<file path="config.mk">
export PLATFORM = sky130hd
export DESIGN_NAME = jk_mod_counter
export DESIGN_NICKNAME = d
export VERILOG_FILES = /design/src/rtl/jk_mod_counter_pkg.sv /design/src/rtl/jk_mod_counter_jk_cell.sv /design/src/rtl/jk_mod_counter.sv
export SDC_FILE = /design/constraint.sdc
export NUM_CORES = 1
export LEC_CHECK = 0
export ABC_AREA = 1
export CAP_MARGIN = 20
export CORE_AREA = 2 2 39 41
export DETAILED_ROUTE_END_ITERATION = 10
export DIE_AREA = 0 0 41 43
export PLACE_DENSITY_LB_ADDON = 0.15
export REMOVE_ABC_BUFFERS = 1
export SLEW_MARGIN = 0
export SYNTH_ARGS = -nofsm -noshare
export SYNTH_HDL_FRONTEND = slang
export SYNTH_SLANG_ARGS = --single-unit
</file>
<file path="constraint.sdc">
create_clock -name clk -period 3.4 [get_ports clk]
set_input_delay 0.85 -clock clk [delete_from_list [all_inputs] [get_ports clk]]
set_output_delay 0.85 -clock clk [all_outputs]
set_load 0.01 [all_outputs]
</file>
<file path="src/rtl/jk_mod_counter_pkg.sv">
// Shared JK excitation encoding and the helper that derives a J/K pair
// from a present/next bit pair.
package jk_mod_counter_pkg;

  typedef enum logic [1:0] {
    JK_HOLD = 2'b00,
    JK_CLR  = 2'b01,
    JK_SET  = 2'b10,
    JK_TGL  = 2'b11
  } jk_op_e;

  // {J,K}: set on 0->1, clear on 1->0, hold otherwise; never produces toggle.
  function automatic jk_op_e jk_excite(input logic q_bit, input logic next_bit);
    jk_op_e op;
    op = JK_HOLD;
    if (!q_bit && next_bit) op = JK_SET;
    else if (q_bit && !next_bit) op = JK_CLR;
    return op;
  endfunction

endpackage

</file>
<file path="src/rtl/jk_mod_counter_jk_cell.sv">
// Single JK flip-flop storage cell with asynchronous active-low reset to q=0.
module jk_cell
  import jk_mod_counter_pkg::*;
(
  input  logic clk,
  input  logic rst_n,
  input  logic j,
  input  logic k,
  output logic q,
  output logic qb
);

  logic q_q;

  always_ff @(posedge clk or negedge rst_n) begin
    if (!rst_n) begin
      q_q <= 1'b0;
    end else begin
      case (jk_op_e'({j, k}))
        JK_HOLD: q_q <= q_q;
        JK_CLR:  q_q <= 1'b0;
        JK_SET:  q_q <= 1'b1;
        JK_TGL:  q_q <= ~q_q;
        default: q_q <= q_q;
      endcase
    end
  end

  assign q  = q_q;
  assign qb = ~q_q;

endmodule

</file>
<file path="src/rtl/jk_mod_counter.sv">
// Up/down modulo-N counter whose state lives in JK cells; this level computes
// the next state, the per-bit J/K excitation, terminal count and pulses.
module jk_mod_counter
  import jk_mod_counter_pkg::*;
#(
  parameter int WIDTH   = 4,
  parameter int MODULUS = 10
) (
  input  logic             clk,
  input  logic             rst_n,
  input  logic             en,
  input  logic             up,
  input  logic             load,
  input  logic [WIDTH-1:0] din,
  output logic [WIDTH-1:0] q,
  output logic [WIDTH-1:0] qb,
  output logic             tc,
  output logic             wrap,
  output logic             load_err
);

  localparam logic [WIDTH-1:0] MAX_VAL = WIDTH'(MODULUS - 1);
  // One extra bit so MODULUS == 2**WIDTH is representable in the range check.
  localparam logic [WIDTH:0]   MOD_EXT = (WIDTH + 1)'(MODULUS);

  logic [WIDTH-1:0] next_d;
  logic [WIDTH-1:0] j;
  logic [WIDTH-1:0] k;
  logic             din_ok;
  logic             at_max;
  logic             at_zero;
  logic             wrap_q;
  logic             load_err_q;

  assign din_ok  = {1'b0, din} < MOD_EXT;
  assign at_max  = (q == MAX_VAL);
  assign at_zero = (q == '0);
  assign tc      = en & ~load & ((up & at_max) | (~up & at_zero));

  always_comb begin
    next_d = q;
    if (load) begin
      next_d = din_ok ? din : '0;
    end else if (en) begin
      if (up) next_d = at_max ? '0 : q + WIDTH'(1);
      else    next_d = at_zero ? MAX_VAL : q - WIDTH'(1);
    end
  end

  always_comb begin
    j = '0;
    k = '0;
    for (int unsigned i = 0; i < WIDTH; i++) begin
      logic [1:0] op;
      op   = jk_excite(q[i], next_d[i]);
      j[i] = op[1];
      k[i] = op[0];
    end
  end

  for (genvar gi = 0; gi < WIDTH; gi++) begin : g_cell
    jk_cell u_cell (
      .clk   (clk),
      .rst_n (rst_n),
      .j     (j[gi]),
      .k     (k[gi]),
      .q     (q[gi]),
      .qb    (qb[gi])
    );
  end

  always_ff @(posedge clk or negedge rst_n) begin
    if (!rst_n) begin
      wrap_q     <= 1'b0;
      load_err_q <= 1'b0;
    end else begin
      wrap_q     <= tc;
      load_err_q <= load & ~din_ok;
    end
  end

  assign wrap     = wrap_q;
  assign load_err = load_err_q;

endmodule

</file>
==> run metrics, run 1 <==
DR DRC count=0; crit-path max FO=5; Crit path required time=2550 ps; core area=1380 um^2; Die W=41 um; Yosys top cell by area=dfrtp_1; met1 Use GR=0.219; CTS sink count=6; Arr. time, crit path=2400 ps; Syn Area/Cell=7.05 um^2; Final WS setup=147 ps; Syn Inst Count=88; hold_sp=g_cell[3].u_cell.q; GR Overflow Total=0; die area=1760 um^2; # resized after CTS=0; final WL=1290 um; Post-CTS Setup Inserts=0; first-pass GRT wire length=2130 um; reg2reg end=g_cell[1].u_cell.q; CTS tree=built; setup tns final=0 ps; DP Wirelength=1030 um; starting density of the core=0.448; Max Cap Viol=0; Min Clock Period, post-route=3250 ps; GRT busiest layer=met2; commonest non-fill, non-tap cell in the layout=nand2_1; total power per unit cell area=800 nW/um^2; met2 usage=0.275; clk_skew=5.60 ps; total CTS buffers=3; drt first-iter violations=8; reg-to-reg critical path startpoint=g_cell[0].u_cell.q; crit start category=primary input; most frequent cells in the layout=20 x nand2_1, 19 x clkdlybuf4s50_1, 11 x a21oi_1; initial antenna violation count=0; FF+latch count, synth=6; routability cong.=0.747; Port-buffer cells=19; CTS clk-pin slew, worst paths=50 ps; Yosys top cell area share=0.242; highest clock rate=0.307 GHz; Leak=0.391 nW; Layout area overhead=26.0%; CP endpoint kind=output pin; Worst Hold Path EP=g_cell[3].u_cell.q; Peak VDD IR=0.488 mV; Slew @ Worst Pin=335 ps; Place WS=137 ps; Initial DRT Pass Iterations=4; worst hold path type=register to register; Layout Cells excl Fill=117; RSZ-0062 raised after global routing=false; Max-Slew Margin vs Limit=0.775; Final Power=0.625 mW; number of fill cells=157; row cnt=14; Period Utilization, post-route=0.957; layout cells sized above 1=0.0990; M3 GR Usage=0.0785; Vias/cell=5.00; reg2reg setup slack=1440 ps; Final Hold Viols=0; CTS Hold Bufs=0; FF-to-FF path depth=10; # IOs=20; gr usage total=0.181; vias in the first global route=532; status=completed; Clock Path Buffers=2; final setup vio count=0; Cell Area, Synth=621 um^2; H-Tree Depth=1; clk_lat worst skew=250 ps; CTS root buffer=clkbuf_4; Die Y=43 um; register area share after synthesis=0.242; Slew Limit Fails=0; largest net degree at the start of global routing=10; antenna viol nets, final=0; drt wl/cell=11.0 um; Net count, final=119; yosys warns=0; Worst Hold Depth=2; Synth cell types=19; Post-Place Cells=114; Ant. Diodes=0; top cells by area, synth=dfrtp_1 24%, ha_1 14%, nand2_1 12%; via count=585; Setup CP Type=primary input to output pin
[synth_stat cells]
master and count:
a21o_1 1, ha_1 7, dfrtp_1 6, o21ai_1 2, nand2_1 20, nor2_1 9
nand3_1 7, nor2_2 2, and2_4 1, nand4_1 1, xor2_1 1, inv_1 5
inv_2 2, buf_6 1, o211ai_1 1, o21ai_0 1, buf_4 9, a21oi_1 11
nand4_2 1
[per-stage QoR]
step	area, um^2	utilization	hold WS (ps)
floorplan	542	-	554
global placement	759	0.549	710
detailed placement	759	0.549	709
CTS	782	0.565	715
global route	782	0.565	766
finish	782	0.565	713
[critical path: stages]
cell	delay (ps)
clkdlybuf4s50_1	560
nand4_2	140
o21ai_1	100
nand2_1	80
nor2_2	120
clkdlybuf4s50_1	550
[how the worst max path moves through the flow]
stage	startpoint	to	slack, ps
after floorplan	g_cell[0].u_cell.q	tc	1250
after global placement	up	tc	160
after detailed placement	up	tc	140
after CTS	up	tc	130
after global routing	up	tc	30
final	up	tc	150
[routing by layer]
layer	up-vias	share of wire
met3	0	0.070
li1	310	-
met4	0	0
met5	-	0
met1	259	0.43
met2	16	0.50
[final cells by class]
type                    instances  area [um^2]  share of cell area
multi-input cells              65          365               0.467
repair buffers                 20          198               0.253
flip-flops and latches          6          150               0.192
inverters                       7         26.3              0.0336
clock buffers                   3         22.5              0.0288
well taps                      16         20.0              0.0256
[kinds of logic (layout without fill, tap and decap cells)]
logic type | Yosys count | count (layout) | synth area share
simple gates | 41 | 41 | 0.296
buf+inv | 17 | 30 | 0.169
compound gates | 16 | 16 | 0.137
fa+ha+maj | 7 | 7 | 0.141
flops | 6 | 6 | 0.242
xor+xnor | 1 | 1 | 0.0141
[power breakdown]
| part | switching, mW | leakage [nW] | internal (mW) |
|---|---|---|---|
| Clock | 0.0249 | 0.0138 | 0.0399 |
| Combinational | 0.207 | 0.303 | 0.199 |
| Sequential | 0.0554 | 0.0748 | 0.0996 |
[registers in the layout, summed over array words and instances, names as in the netlist]
signal / count
g_cell.u_cell.q: 4
wrap: 1
load_err: 1
No activity file was read; power rests on OpenSTA's default activity.
==> run 2, diff against run 1 <==
Settings changed: CORE_AREA 2 2 39 41 to not set, CORE_UTILIZATION set to 44, DIE_AREA 0 0 41 43 to not set.
Clock period 3.4 ns to 3.2 ns, I/O delays scaled along.
==> run metrics, run 2 (same netlist as run 1, synthesis figures left out) <==
antenna viol nets, final=0 (unchanged); Layout Cells excl Fill=117 (unchanged); row cnt=13 (was 14); DP Wirelength=1010 um (was 1030 um); CTS clk-pin slew, worst paths=50 ps (about the same); routability cong.=0.756 (was 0.747); Final Hold Viols=0 (unchanged); CTS tree=built (unchanged); Setup CP Type=primary input to output pin (unchanged); gr usage total=0.200 (was 0.181); Slew @ Worst Pin=347 ps (was 335 ps); Worst Setup SP=up (unchanged); Leak=0.415 nW (was 0.391 nW); GR Overflow Total=0 (unchanged); Crit path required time=2400 ps (was 2550 ps); Min Clock Period, post-route=2760 ps; Ant. Diodes=0 (unchanged); layout cells sized above 1=0.108 (was 0.0990); crit-path max FO=4 (was 5); Arr. time, crit path=1960 ps (was 2400 ps); CTS sink count=6 (unchanged); hold_sp=g_cell[3].u_cell.q (unchanged); Slew Limit Fails=0 (unchanged); final WL=1270 um (was 1290 um); total CTS buffers=3 (unchanged); Clock Path Buffers=2 (unchanged); CTS root buffer=clkbuf_4 (unchanged); DR DRC count=0 (unchanged); Port-buffer cells=19 (unchanged); RSZ-0062 raised after global routing=false (unchanged); initial antenna violation count=0 (unchanged); core area=1300 um^2 (was 1380 um^2); Placed Area=766 um^2 (was 759 um^2); Vias/cell=5.17 (was 5.00); Net count, final=120 (was 119); largest net degree at the start of global routing=10 (unchanged); final hold slack=722 ps (was 713 ps); Post-CTS Setup Inserts=0 (unchanged); worst hold path type=register to register (unchanged); CTS Hold Bufs=0 (unchanged); Peak VDD IR=0.432 mV (was 0.488 mV); die area=1560 um^2 (was 1760 um^2); Max Cap Viol=0 (unchanged); reg-to-reg critical path startpoint=g_cell[1].u_cell.q (was g_cell[0].u_cell.q); drt first-iter violations=23 (was 8); setup tns final=0 ps (unchanged); via count=605 (was 585); number of flip-flops under the largest register name=4 (unchanged); # IOs=20 (unchanged); starting density of the core=0.477 (was 0.448); first-pass GRT wire length=2080 um (was 2130 um); H-Tree Depth=1 (unchanged); Post-Place Cells=114 (unchanged); commonest non-fill, non-tap cell in the layout=nand2_1 (unchanged); final setup vio count=0 (unchanged); total power per unit cell area=853 nW/um^2 (was 800 nW/um^2); crit start category=primary input (unchanged); clk_lat worst skew=240 ps (was 250 ps); vias in the first global route=514 (was 532); highest clock rate=0.362 GHz; Die Y=39.6 um (was 43 um); drt wl/cell=10.9 um (was 11.0 um); reg2reg setup slack=1280 ps (was 1440 ps); Finished Cell Area=791 um^2 (was 782 um^2); clk_skew=1.54 ps (was 5.60 ps); Layout area overhead=27.4% (was 26.0%); Initial DRT Pass Iterations=6 (was 4); CP endpoint kind=output pin (unchanged); status=completed (unchanged); most frequent cells in the layout=20 x nand2_1, 18 x clkdlybuf4s50_1, 11 x a21oi_1 (was 20 x nand2_1, 19 x clkdlybuf4s50_1, 11 x a21oi_1); Period Utilization, post-route=0.864; Max-Slew Margin vs Limit=0.769 (was 0.775); Die W=39.6 um (was 41 um)
[run 2: changes by cell type in the layout (fill, tap and decap cells not counted), sizes merged]
cell           delta
buf               +1
clkdlybuf4s50     -1
dlymetal6s2s      +1
[run 2: area by class of cell]
class,instances,area (um^2)
clock buffers,3,22.5
inverters,7,26.3
multi-input cells,65,365
fillers,128,510
well taps,15,18.8
flip-flops and latches,6,150
repair buffers,21,208
[run 2: through the flow]
stage	util	setup slack [ps]	total power [mW]
global route	0.608	359	0.757
floorplan	-	1100	0.421
CTS	0.606	43.5	0.682
finish	0.608	436	0.675
global placement	0.588	80.1	0.596
detailed placement	0.588	52.8	0.608
[run 2: critical path, stage by stage]
cell and delay, ps:
clkdlybuf4s50_1 540, nand4_2 140, o21ai_1 100, nand2_1 80
nor2_2 120, dlymetal6s2s_1 180
[run 2: path summary, 6_finish.rpt]
check	to	cells past startpoint
worst max-delay path	tc	6
worst min-delay path	g_cell[3].u_cell.q	2
worst max register to register	g_cell[1].u_cell.q	9
worst min register to register	g_cell[3].u_cell.q	2
max in group asynchronous	g_cell[0].u_cell.q	1
min in group asynchronous	g_cell[2].u_cell.q	1
[run 2: report_power, final]
group          internal (mW)  leakage, nW  switching [mW]
clock network         0.0425       0.0138          0.0277
registers              0.106       0.0748          0.0643
logic                  0.220        0.326           0.215
[run 2: repair_timing]
item | 4_1_cts | 5_1_grt
endpoints found under the hold margin | 0 | 0
gates resized for setup | 0 | 1
endpoints found under the setup margin | 0 | 1
[run 2: routing by layer]
| metal | global-route usage | part of all wire | up-vias | wire length [um] |
|---|---|---|---|---|
| met5 | 0 | 0 | - | 0 |
| met1 | 0.232 | 0.47 | 278 | 593 |
| met4 | 0.0517 | 0 | 0 | 0 |
| li1 | - | - | 313 | - |
| met3 | 0.0682 | 0.035 | 0 | 45 |
| met2 | 0.344 | 0.50 | 14 | 635 |
==> run 3, diff against run 2 <==
Settings changed: CORE_AREA set to 2 2 39 41, CORE_UTILIZATION 44 to not set, DIE_AREA set to 0 0 41 43.
Clock period 3.2 ns to 3.3 ns, I/O delays scaled along.
==> run metrics, run 3 (same netlist as run 1, synthesis figures left out) <==
status=completed (unchanged); CTS root buffer=clkbuf_4 (unchanged); die area=1760 um^2 (was 1560 um^2); GR Overflow Total=0 (unchanged); CTS clk-pin slew, worst paths=50 ps (about the same); RSZ-0062 raised after global routing=false (unchanged); CTS sink count=6 (unchanged); gr usage total=0.180 (was 0.200); crit-path max FO=5 (was 4); Leak=0.397 nW (was 0.415 nW); H-Tree Depth=1 (unchanged); number of flip-flops under the largest register name=4 (unchanged); clk_skew=7.84 ps (was 1.54 ps); Slew Limit Fails=0 (unchanged); Worst Hold Depth=2 (unchanged); initial antenna violation count=0 (unchanged); Final Hold Viols=0 (unchanged); sw frac=0.461 (was 0.455); via count=602 (was 605); Die W=41 um (was 39.6 um); core area=1380 um^2 (was 1300 um^2); clk_lat worst skew=240 ps (about the same); highest clock rate=0.312 GHz; antenna viol nets, final=0 (unchanged); CP delay by family, top=buffers and inverters (unchanged); final setup vio count=0 (unchanged); clock power share=0.101 (was 0.104); worst hold path type=register to register (unchanged); # resized after CTS=0 (unchanged); Setup CP Type=primary input to output pin (unchanged); Final WS setup=93.0 ps (was 436 ps); Seq pwr share=0.250 (was 0.252); largest net degree at the start of global routing=10 (unchanged); layout cells sized above 1=0.108 (unchanged); CTS tree=built (unchanged); Ant. Diodes=0 (unchanged); # IOs=20 (unchanged); Min Clock Period, post-route=3210 ps; Clock Path Buffers=2 (unchanged); CP endpoint kind=output pin (unchanged); Placed Area=767 um^2 (was 766 um^2); total CTS buffers=3 (unchanged); Net count, final=120 (unchanged); part of the power in combinational logic=0.649 (was 0.644); critical path, cell by cell=clkdlybuf4s50_1, nand4_2, o21ai_1, nand2_1, nor2_2, clkdlybuf4s50_1 (was clkdlybuf4s50_1, nand4_2, o21ai_1, nand2_1, nor2_2, dlymetal6s2s_1); internal power=0.349 mW (was 0.368 mW); Arr. time, crit path=2380 ps (was 1960 ps); final hold slack=721 ps (was 722 ps); drt wl/cell=11.0 um (was 10.9 um); setup tns final=0 ps (unchanged); Layout area overhead=27.2% (was 27.4%); Initial DRT Pass Iterations=4 (was 6); most frequent cells in the layout=20 x nand2_1, 19 x clkdlybuf4s50_1, 11 x a21oi_1 (was 20 x nand2_1, 18 x clkdlybuf4s50_1, 11 x a21oi_1); Place WS=111 ps (was 52.8 ps); Levels on crit path=6 (unchanged); Post-Place Cells=115 (was 114); switching pwr=0.299 mW (was 0.307 mW); CP Buf/Inv Count=2 (unchanged); first-pass GRT wire length=2130 um (was 2080 um); CTS Hold Bufs=0 (unchanged); total power per unit cell area=821 nW/um^2 (was 853 nW/um^2); Max-Slew Margin vs Limit=0.780 (was 0.769); Finished Cell Area=790 um^2 (was 791 um^2); commonest non-fill, non-tap cell in the layout=nand2_1 (unchanged); most frequent CP cell=clkdlybuf4s50_1; Max Cap Viol=0 (unchanged); Slew @ Worst Pin=329 ps (was 347 ps); FF-to-FF path depth=11 (was 9); Layout Cells excl Fill=118 (was 117); drt first-iter violations=14 (was 23); CP max stage delay=580 ps (was 540 ps); crit start category=primary input (unchanged); Peak VDD IR=0.597 mV (was 0.432 mV); DR DRC count=0 (unchanged); Post-CTS Setup Inserts=0 (unchanged); Die Y=43 um (was 39.6 um); Port-buffer cells=19 (unchanged); routability cong.=0.733 (was 0.756); vias in the first global route=527 (was 514); Vias/cell=5.10 (was 5.17); Period Utilization, post-route=0.972; Crit path required time=2470 ps (was 2400 ps); starting density of the core=0.448 (was 0.477); final WL=1300 um (was 1270 um); row cnt=14 (was 13); Slowest-stage cell, CP=clkdlybuf4s50_1 (unchanged); DP Wirelength=1020 um (was 1010 um)
## run 3: cell count changes in the layout (fill, tap and decap cells not counted), sizes merged
cell,change
clkdlybuf4s50,+1
dlymetal6s2s,-1
## run 3: metal layers
layer	part of all wire	global-route usage	wire length, um	vias up
li1	-	-	-	313
met3	0.059	0.0628	77	2
met2	0.46	0.263	603	22
met5	0	0	0	-
met4	0.0092	0.0667	12	0
met1	0.47	0.237	609	265
## run 3: power by group through the flow
stage               registers (mW)  clock network [mW]  logic (mW)
global placement             0.161                   0       0.415
detailed placement           0.164                   0       0.418
global route                 0.169              0.0747       0.475
finish                       0.162              0.0657       0.420
floorplan                    0.162                   0       0.246
CTS                          0.162              0.0681       0.423
## run 3: final timing paths
path                                    startpoint            endpoint  slack, ps
worst max-delay path                            up                  tc         90
worst min-delay path            g_cell[3].u_cell.q  g_cell[3].u_cell.q        720
worst max register to register  g_cell[0].u_cell.q  g_cell[1].u_cell.q       1230
worst min register to register  g_cell[3].u_cell.q  g_cell[3].u_cell.q        720
max in group asynchronous                    rst_n            load_err       2270
min in group asynchronous                    rst_n  g_cell[2].u_cell.q        820
## run 3: cell type report
type / count / area, um^2
repair buffers: 21 / 205
inverters: 7 / 26.3
fillers: 143 / 594
flip-flops and latches: 6 / 150
clock buffers: 3 / 22.5
multi-input cells: 65 / 365
well taps: 16 / 20.0
## run 3: stage by stage
| stage | power (mW) | utilization |
|---|---|---|
| after floorplan | 0.408 | - |
| final | 0.648 | 0.571 |
| after global routing | 0.719 | 0.571 |
| after global placement | 0.576 | 0.554 |
| after detailed placement | 0.582 | 0.554 |
| after CTS | 0.653 | 0.571 |
## run 3: tightest hold or removal path, delay by kind of cell (launching register included)
kind | cells | cell delay [ps]
buffers and inverters | 1 | 140
AO/OA/AOI/OAI | 1 | 70
flip-flops | 1 | 480
